==> config.mk <==
export PLATFORM = sky130hd
export DESIGN_NAME = snowv_ks_xor
export DESIGN_NICKNAME = d
export VERILOG_FILES = /design/src/rtl/snowv_ks_xor.sv
export SDC_FILE = /design/constraint.sdc
export NUM_CORES = 1
export LEC_CHECK = 0
export ABC_AREA = 1
export BUFFER_PORTS_ARGS = -buffer_cell sky130_fd_sc_hd__buf_2
export CAP_MARGIN = 5
export CELL_PAD_IN_SITES_DETAIL_PLACEMENT = 0
export CELL_PAD_IN_SITES_GLOBAL_PLACEMENT = 1
export CORE_MARGIN = 8
export CORE_UTILIZATION = 47
export CTS_CLUSTER_SIZE = 16
export DETAILED_ROUTE_END_ITERATION = 6
export PLACE_DENSITY_LB_ADDON = 0.1
export RECOVER_POWER = 50
export SLEW_MARGIN = 20
export SYNTH_ARGS = -nofsm -noshare
export SYNTH_HDL_FRONTEND = slang
export SYNTH_SLANG_ARGS = --single-unit
==> constraint.sdc <==
create_clock -name clk -period 16.6 [get_ports clk]
set_input_delay 0.83 -clock clk [delete_from_list [all_inputs] [get_ports clk]]
set_output_delay 0.83 -clock clk [all_outputs]
set_load 0.005 [all_outputs]
==> src/rtl/snowv_ks_xor.sv <==
// snowv_ks_xor: SNOW-V keystream FIFO XORed onto a ready/valid block stream; SNOWV_XOR_KEEP_MASK_EN zeroes unkept output bytes
module snowv_ks_xor #(
  parameter int DEPTH = 8,
  parameter int LVL_W = 4
) (
  input  logic             clk,
  input  logic             rst,
  input  logic [127:0]     ks_z,
  input  logic             ks_valid,
  input  logic             ks_flush,
  output logic [LVL_W-1:0] ks_level,
  output logic             ks_overflow,
  input  logic             ovf_clr,
  input  logic [127:0]     in_data,
  input  logic [15:0]      in_keep,
  input  logic             in_last,
  input  logic             in_valid,
  output logic             in_ready,
  output logic [127:0]     out_data,
  output logic [15:0]      out_keep,
  output logic             out_last,
  output logic             out_valid,
  input  logic             out_ready,
  output logic [31:0]      blk_cnt
);
  localparam int AW = $clog2(DEPTH);
  logic [127:0] mem_q [DEPTH];
  logic [AW-1:0] rd_ptr_q, rd_ptr_d, wr_ptr_q, wr_ptr_d;
  logic [LVL_W-1:0] level_q, level_d;
  logic ovf_q, ovf_d, out_valid_q, out_valid_d, out_last_q, out_last_d;
  logic [127:0] out_data_q, out_data_d, mask;
  logic [15:0] out_keep_q, out_keep_d;
  logic [31:0] blk_cnt_q, blk_cnt_d;
  logic full, pop, push, drop;
  always_comb begin
    full = level_q == LVL_W'(DEPTH);
    in_ready = (level_q != '0) && (!out_valid_q || out_ready);
    pop = in_valid && in_ready;
    // a pop frees a slot in the same cycle, so a full FIFO still accepts the word
    push = ks_valid && (!full || pop) && !ks_flush;
    drop = ks_valid && full && !pop && !ks_flush;
    mask = '1;
`ifdef SNOWV_XOR_KEEP_MASK_EN
    for (int i = 0; i < 16; i++) mask[8*i +: 8] = {8{in_keep[i]}};
`endif
    rd_ptr_d = ks_flush ? '0 : rd_ptr_q + AW'(pop);
    wr_ptr_d = ks_flush ? '0 : wr_ptr_q + AW'(push);
    level_d = ks_flush ? '0 : level_q + LVL_W'(push) - LVL_W'(pop);
    ovf_d = drop || (ovf_q && !ovf_clr);
    out_valid_d = pop || (out_valid_q && !out_ready);
    out_data_d = pop ? (in_data ^ mem_q[rd_ptr_q]) & mask : out_data_q;
    out_keep_d = pop ? in_keep : out_keep_q;
    out_last_d = pop ? in_last : out_last_q;
    blk_cnt_d = blk_cnt_q + 32'(pop);
  end
  always_ff @(posedge clk) begin
    if (rst) begin
      rd_ptr_q <= '0;
      wr_ptr_q <= '0;
      level_q <= '0;
      ovf_q <= 1'b0;
      out_valid_q <= 1'b0;
      out_data_q <= '0;
      out_keep_q <= '0;
      out_last_q <= 1'b0;
      blk_cnt_q <= '0;
    end else begin
      rd_ptr_q <= rd_ptr_d;
      wr_ptr_q <= wr_ptr_d;
      level_q <= level_d;
      ovf_q <= ovf_d;
      out_valid_q <= out_valid_d;
      out_data_q <= out_data_d;
      out_keep_q <= out_keep_d;
      out_last_q <= out_last_d;
      blk_cnt_q <= blk_cnt_d;
    end
  end
  always_ff @(posedge clk) if (push) mem_q[wr_ptr_q] <= ks_z;
  assign ks_level = level_q;
  assign ks_overflow = ovf_q;
  assign out_data = out_data_q;
  assign out_keep = out_keep_q;
  assign out_last = out_last_q;
  assign out_valid = out_valid_q;
  assign blk_cnt = blk_cnt_q;
endmodule

* Word-level counts from Yosys, hierarchy flattened
Memory sizes are Yosys's and may differ from the RTL's. A register that Yosys moved wholly into a read port is not among the register bits. Index checks and enable logic that the tools add are counted. W data, S select, Z words.
Word-level totals: bits in registers 189, memories kept 1, output and inout bits 184, logic and storage cells 41, bits of input ports 280, RAM bits 1024
Operators by class: bitwise logic cells 1, reductions and logical operators 21, multiplexer cells 3, equality and inequality tests 1, $add $sub $neg 5
Memories:
- mem_q | words 8, width 128, read ports 1, clocked after Yosys merged registers in 1, wr ports 1, line 27 | logic [127:0] mem_q [DEPTH];
Operators by type and width (count):
- $xor A128 B128 Y128 | 1
- $add A32 B1 Y32 | 1
- $logic_and A1 B1 Y1 | 9
- $add A3 B1 Y3 | 2
- $logic_not A1 Y1 | 6
- $add A4 B1 Y4 | 1
- $eq A4 B4 Y1 const B | 1
- $logic_or A1 B1 Y1 | 4
- $reduce_bool A4 Y1 | 1
- $sub A4 B1 Y4 | 1
- $mux W3 | 1
- $mux W1 | 2
- $reduce_or A2 Y1 | 1

* Depth between registers and ports, before layout
word-level depth 9, depth in mapped cells 20, depth with buffers taken out 18

* Worst setup path after synthesis
Ideal clock, no wire load.
path kind input to register, start in out_ready, end mem mem_q[0][0], enable pin, data required time 15983 ps, buffers on the path 1, data arrival time 6917 ps, cell stages on the path 11, library setup time 617 ps, setup slack 9067 ps, cell sequence inv_1 > nand2_1 > nand2_1 > inv_2 > nand2_1 > buf_2 > nand2_1 > inv_1 > nor2_2 > nand2_1 > nor2_1
On the way: cells in the longest elaborated chain, start to end 8
RTL lines:
- start: declaration | line 23 | input logic out_ready,
- $logic_or A1 B1 Y1 | line 37 | in_ready = (level_q != '0) && (!out_valid_q || out_ready);
- $logic_and A1 B1 Y1 | line 37
- net in_ready | line 18 | output logic in_ready,
- $logic_and A1 B1 Y1 | line 38 | pop = in_valid && in_ready;
- $logic_or A1 B1 Y1 | line 40 | push = ks_valid && (!full || pop) && !ks_flush;
- $logic_and A1 B1 Y1 (2 in series) | line 40
- $mux W1 | line 79 | always_ff @(posedge clk) if (push) mem_q[wr_ptr_q] <= ks_z;
- $mux W1 (implied by the code) | line 79
- end: declaration | line 27
The timed path passes the listed nets, and every way through them passes these cells.

* Final worst setup path
start reg level_q[2] (netlist: ks_level[2]), end mem mem_q[5][10], enable pin
On the way: cells in the longest elaborated chain, start to end 8, elaborated cells between the ends (all ways) 10, classes of those cells eq/ne (1); mux (2); reduce/logical (7)
RTL lines:
- start: declaration | line 29 | logic [LVL_W-1:0] level_q, level_d;
- start signal: assignment | line 70 | level_q <= level_d;
- $reduce_bool A4 Y1 | line 37
- $logic_and A1 B1 Y1 | line 37
- $logic_and A1 B1 Y1 | line 38
- $logic_or A1 B1 Y1 (*) | line 40
- $logic_and A1 B1 Y1 (*) (2 in series) | line 40
- $mux W1 (*) | line 79
- $mux W1 (implied by the code) (*) | line 79
Mark *: on every way between the ends. The rest lies on a longest branch, timed or not.

==> summary by stage <==
Die
The total die area is 0.124 mm2. The horizontal die dimension is 352 um. The placement row count is ~120. The initial utilization of the core area, before any placement, comes to 0.473. The core region is around 0.11 mm2.

The height of the die is between 300 and 400 um. The number of top-level pins is 464.

Synth
The area fraction of the dominant cell type after synthesis is 0.580. The post-synth net total is 5718. Of the total synthesized cell area, the portion taken by XOR and XNOR cells is 0.000825.

The number of register bits inferred by synthesis is 1213. By area the synthesized netlist is led by edfxtp_1 58%, nand2_1 11%, nand3_1 9.8%. The post-synthesis cell type with the largest combined area is edfxtp_1. After synthesis, the largest family of logic cells by area is simple AND/OR/NAND/NOR gates. In this run the mean area of a mapped cell was 9.78 um2.

The total of warnings raised by yosys is 0. The mux share of post-synthesis cell area is 0. The post-synthesis cell count is 5425. The synthesized-area fraction occupied by ao, oa, aoi and oai cells was 0.0233.

The unique cell type count in the Yosys netlist is 28. Of the total synthesized cell area, the portion taken by AND, OR, NAND and NOR gates is 0.214. For this run, the register share of the synthesized area comes to 0.651. The share of synthesized cell area in full adder, half adder and majority cells is 0.00321. Summing every instance area after synthesis gives around 0.053 mm2.

STA
The worst pin sits at a relative slew slack of 0.284. Setup violations remaining at the end of the flow were counted as 0. Setup repair after global routing left no endpoint under its margin. Adding up every negative setup slack in the final design gives 0 ns. The final count of hold timing violations is 0. The final-report max-slew violation count is 0. The post-layout minimum cycle time is 5.21 ns. The portion of the clock cycle consumed by the worst path in the final layout is 0.314. The worst clock skew is approximately 0.022 ns. For the pin with the worst max-slew slack, the measured transition is 1.07 ns. Based on the critical path, the design can be clocked at up to 192 MHz.

Layout
The fraction of the core area covered by cells at the end of the flow is 0.536. In the layout the commonest cells are 1536 x nand2_1, 1087 x inv_1, 1042 x nand3_1, 1024 x edfxtp_1, 301 x clkbuf_1. The area growth from synthesis to layout is 13.4%. For this run, the post-layout net count is ~6000. The most common library cell in the layout ignoring fill and taps is nand2_1.

The count of filler cells inserted in the layout is 9949. In the final layout, the share of cells above drive strength 1 is 0.0737. Leaving out filler cells and counting taps, the final layout contains 7430. The multi-input logic area is between 0.01 and 0.015 mm2.

The area used by sequential logic in the layout is 0.0345 mm2.

Placed design
In this run, placement finished with an instance count of 7175. The port buffer count is 463. Once detailed placement completed, the half-perimeter wirelength came to between 70 and 80 mm.

The congestion estimate from routability-driven global placement came to 0.781.

Critical path
The setup path with the least slack is of type flop to flop. Data arrives at the worst endpoint at approximately 5.6 ns. The worst setup path is captured at a flop. The endpoint required time on the critical path is about 17 ns. The startpoint type of the worst setup path is a flop. Counting cells, the worst reg-to-reg path comes to 13. The largest fanout on the critical path is 54.

Clocking
The CTS clock-pin slew for the worst setup and hold paths is approximately 0.06 ns. In this run, CTS created clock tree buffers numbering 135. Gates resized during post-CTS repair numbered 0. The clock latency at the later pin of the worst-skew pair is 0.72 ns.

The clock tree synthesis step divided the H-tree into 4 levels. The buffers inserted during post-CTS setup optimization is 0. Counting along the longest clock path gives a buffer depth of 3. The clock sink count is between 1000 and 1500. In this run the clock root is driven by a clkbuf_16. TritonCTS built the clock tree. Hold repair after CTS inserted 0 buffers.

Power
Dividing total power by cell area gives a power density of 117 mW/mm2. The internal cell power is 5.39 mW. IR analysis of the VDD net gives a maximum drop of 0.0000893 V. Of the total power, combinational logic draws 0.092. In this run the power spent charging and discharging nets is approximately 1.7 mW.

The fraction of power consumed by sequential logic is 0.491. The fraction of power spent switching nets is 0.236. Of the total power, the clock network draws 0.417. The overall power is 7.05 mW. The static leakage is 26.1 nW.

Routing
The via count normalized by instance count is 4.95. The routed wire length is 138 mm. In the routed design, unresolved DRC markers number 0.

For this block, the via count after detailed routing is 36800. The number of detailed-routing iterations run before antenna repair is 5. The detailed-route wire length per cell is 18.5 um. After the first detailed-routing iteration, the DRC count stood at between 2000 and 2500. The detail route stage leaves a number of antenna-violating nets equal to 0.

Global route
The pin count of the biggest net entering global routing is 219. The global-route congestion overflow total is 0. The total track usage is 0.217. The initial antenna violation count is 22. The first global-routing pass estimated 212 mm of wire. The via count of the first global-routing pass is about 36000.

Outcome
The flow ran to the end, and the final reports show no timing, DRC or antenna violations.

Flow run
Max-cap violations in this run came to 0.

Hold path
Counting instances, the worst hold path has a depth of 3. The type of the tightest min-delay check is input pin to flop.
[power by group through the flow]
stage          sequential [mW]  clock, mW  combinational, mW
6_report                  3.47       2.94              0.650
2_1_floorplan             3.52          0              0.428
3_3_place_gp              3.53          0              0.671
5_1_grt                   3.48       3.12              0.740
4_1_cts                   3.47       3.00              0.683
3_5_place_dp              3.53          0              0.680
[area by class of cell]
class / count / share of cell area
Antenna cell: 11 / 0.000458
Clock buffer: 186 / 0.0623
Clock inverter: 56 / 0.00961
Inverter: 1093 / 0.0689
Multi-Input combinational cell: 2869 / 0.214
Sequential cell: 1213 / 0.574
Tap cell: 1500 / 0.0312
Timing Repair Buffer: 502 / 0.0392
[path summary, 6_finish.rpt]
check	from	end	slack (ns)
setup / recovery	ks_level[2]$_SDFF_PP0_	mem_q[5][10]$_DFFE_PP_	11.39
hold reg to reg	out_last$_SDFFE_PP0N_	out_last$_SDFFE_PP0N_	0.46
hold / removal	in_keep[13]	out_keep[13]$_SDFFE_PP0N_	0.36
setup reg to reg	ks_level[2]$_SDFF_PP0_	mem_q[5][10]$_DFFE_PP_	11.39
[routing by layer]
layer	part of all wire	global-route usage	vias to the layer above
li1	-	-	18200
met1	0.43	0.277	17500
met2	0.50	0.379	817
met3	0.049	0.0391	218
met4	0.025	0.0624	16
met5	0.00071	0	-
[through the flow]
| stage | instance area, um2 | setup WS (ns) | hold WS (ns) |
|---|---|---|---|
| floorplan | 53000 | 9.07 | 0.460 |
| global placement | 56100 | 11.02 | 0.449 |
| detailed placement | 56100 | 11.01 | 0.453 |
| CTS | 60400 | 11.39 | 0.291 |
| global route | 60100 | 10.96 | 0.325 |
| finish | 60200 | 11.39 | 0.355 |
[cell families after synthesis]
logic type                 after synthesis
and+or+nand+nor                       2669
buffers and inverters                 1343
DFF                                   1213
AOI/OAI and AO/OA                      182
adders and majority gates               13
xor gates and xnor gates                 5
[flip-flops by register name (all words and copies together), names as in the netlist]
register,count
blk_cnt,32
wr_ptr_q,3
ks_level,4
rd_ptr_q,3
out_valid,1
ks_overflow,1
out_data,128
out_keep,16
out_last,1
mem_q,1024
[critical path: stages, from the launching register on]
cell      delay, ns
dfxtp_1        0.33
inv_1          0.07
ha_1           0.19
nand2_1        0.07
nand2_1        0.05
clkinv_1       0.05
nand2_1        0.48
nand2_1        0.21
inv_1          0.08
nor2_1         0.31
nand2_1        0.32
nor2_4         0.73
buf_4          0.90
buf_4          0.93
[synthesized netlist by cell type]
cell and count:
a21oi_1 41, xor2_1 3, o21a_1 129, nor3b_1 2
a211oi_1 1, clkbuf_4 3, inv_6 1, nand3_1 1042
edfxtp_1 1024, nor3_1 15, inv_2 3, o21ai_0 10
clkbuf_1 24, nor2_2 1, buf_4 24, nand4_1 4
inv_1 1089, buf_2 138, ha_1 12, nand2_1 1536
buf_1 11, buf_6 50, nand3b_1 2, o21bai_1 1
nor2_1 67, xnor2_1 2, fa_1 1, dfxtp_1 189
Note: power is estimated with default switching activity, not from simulation.
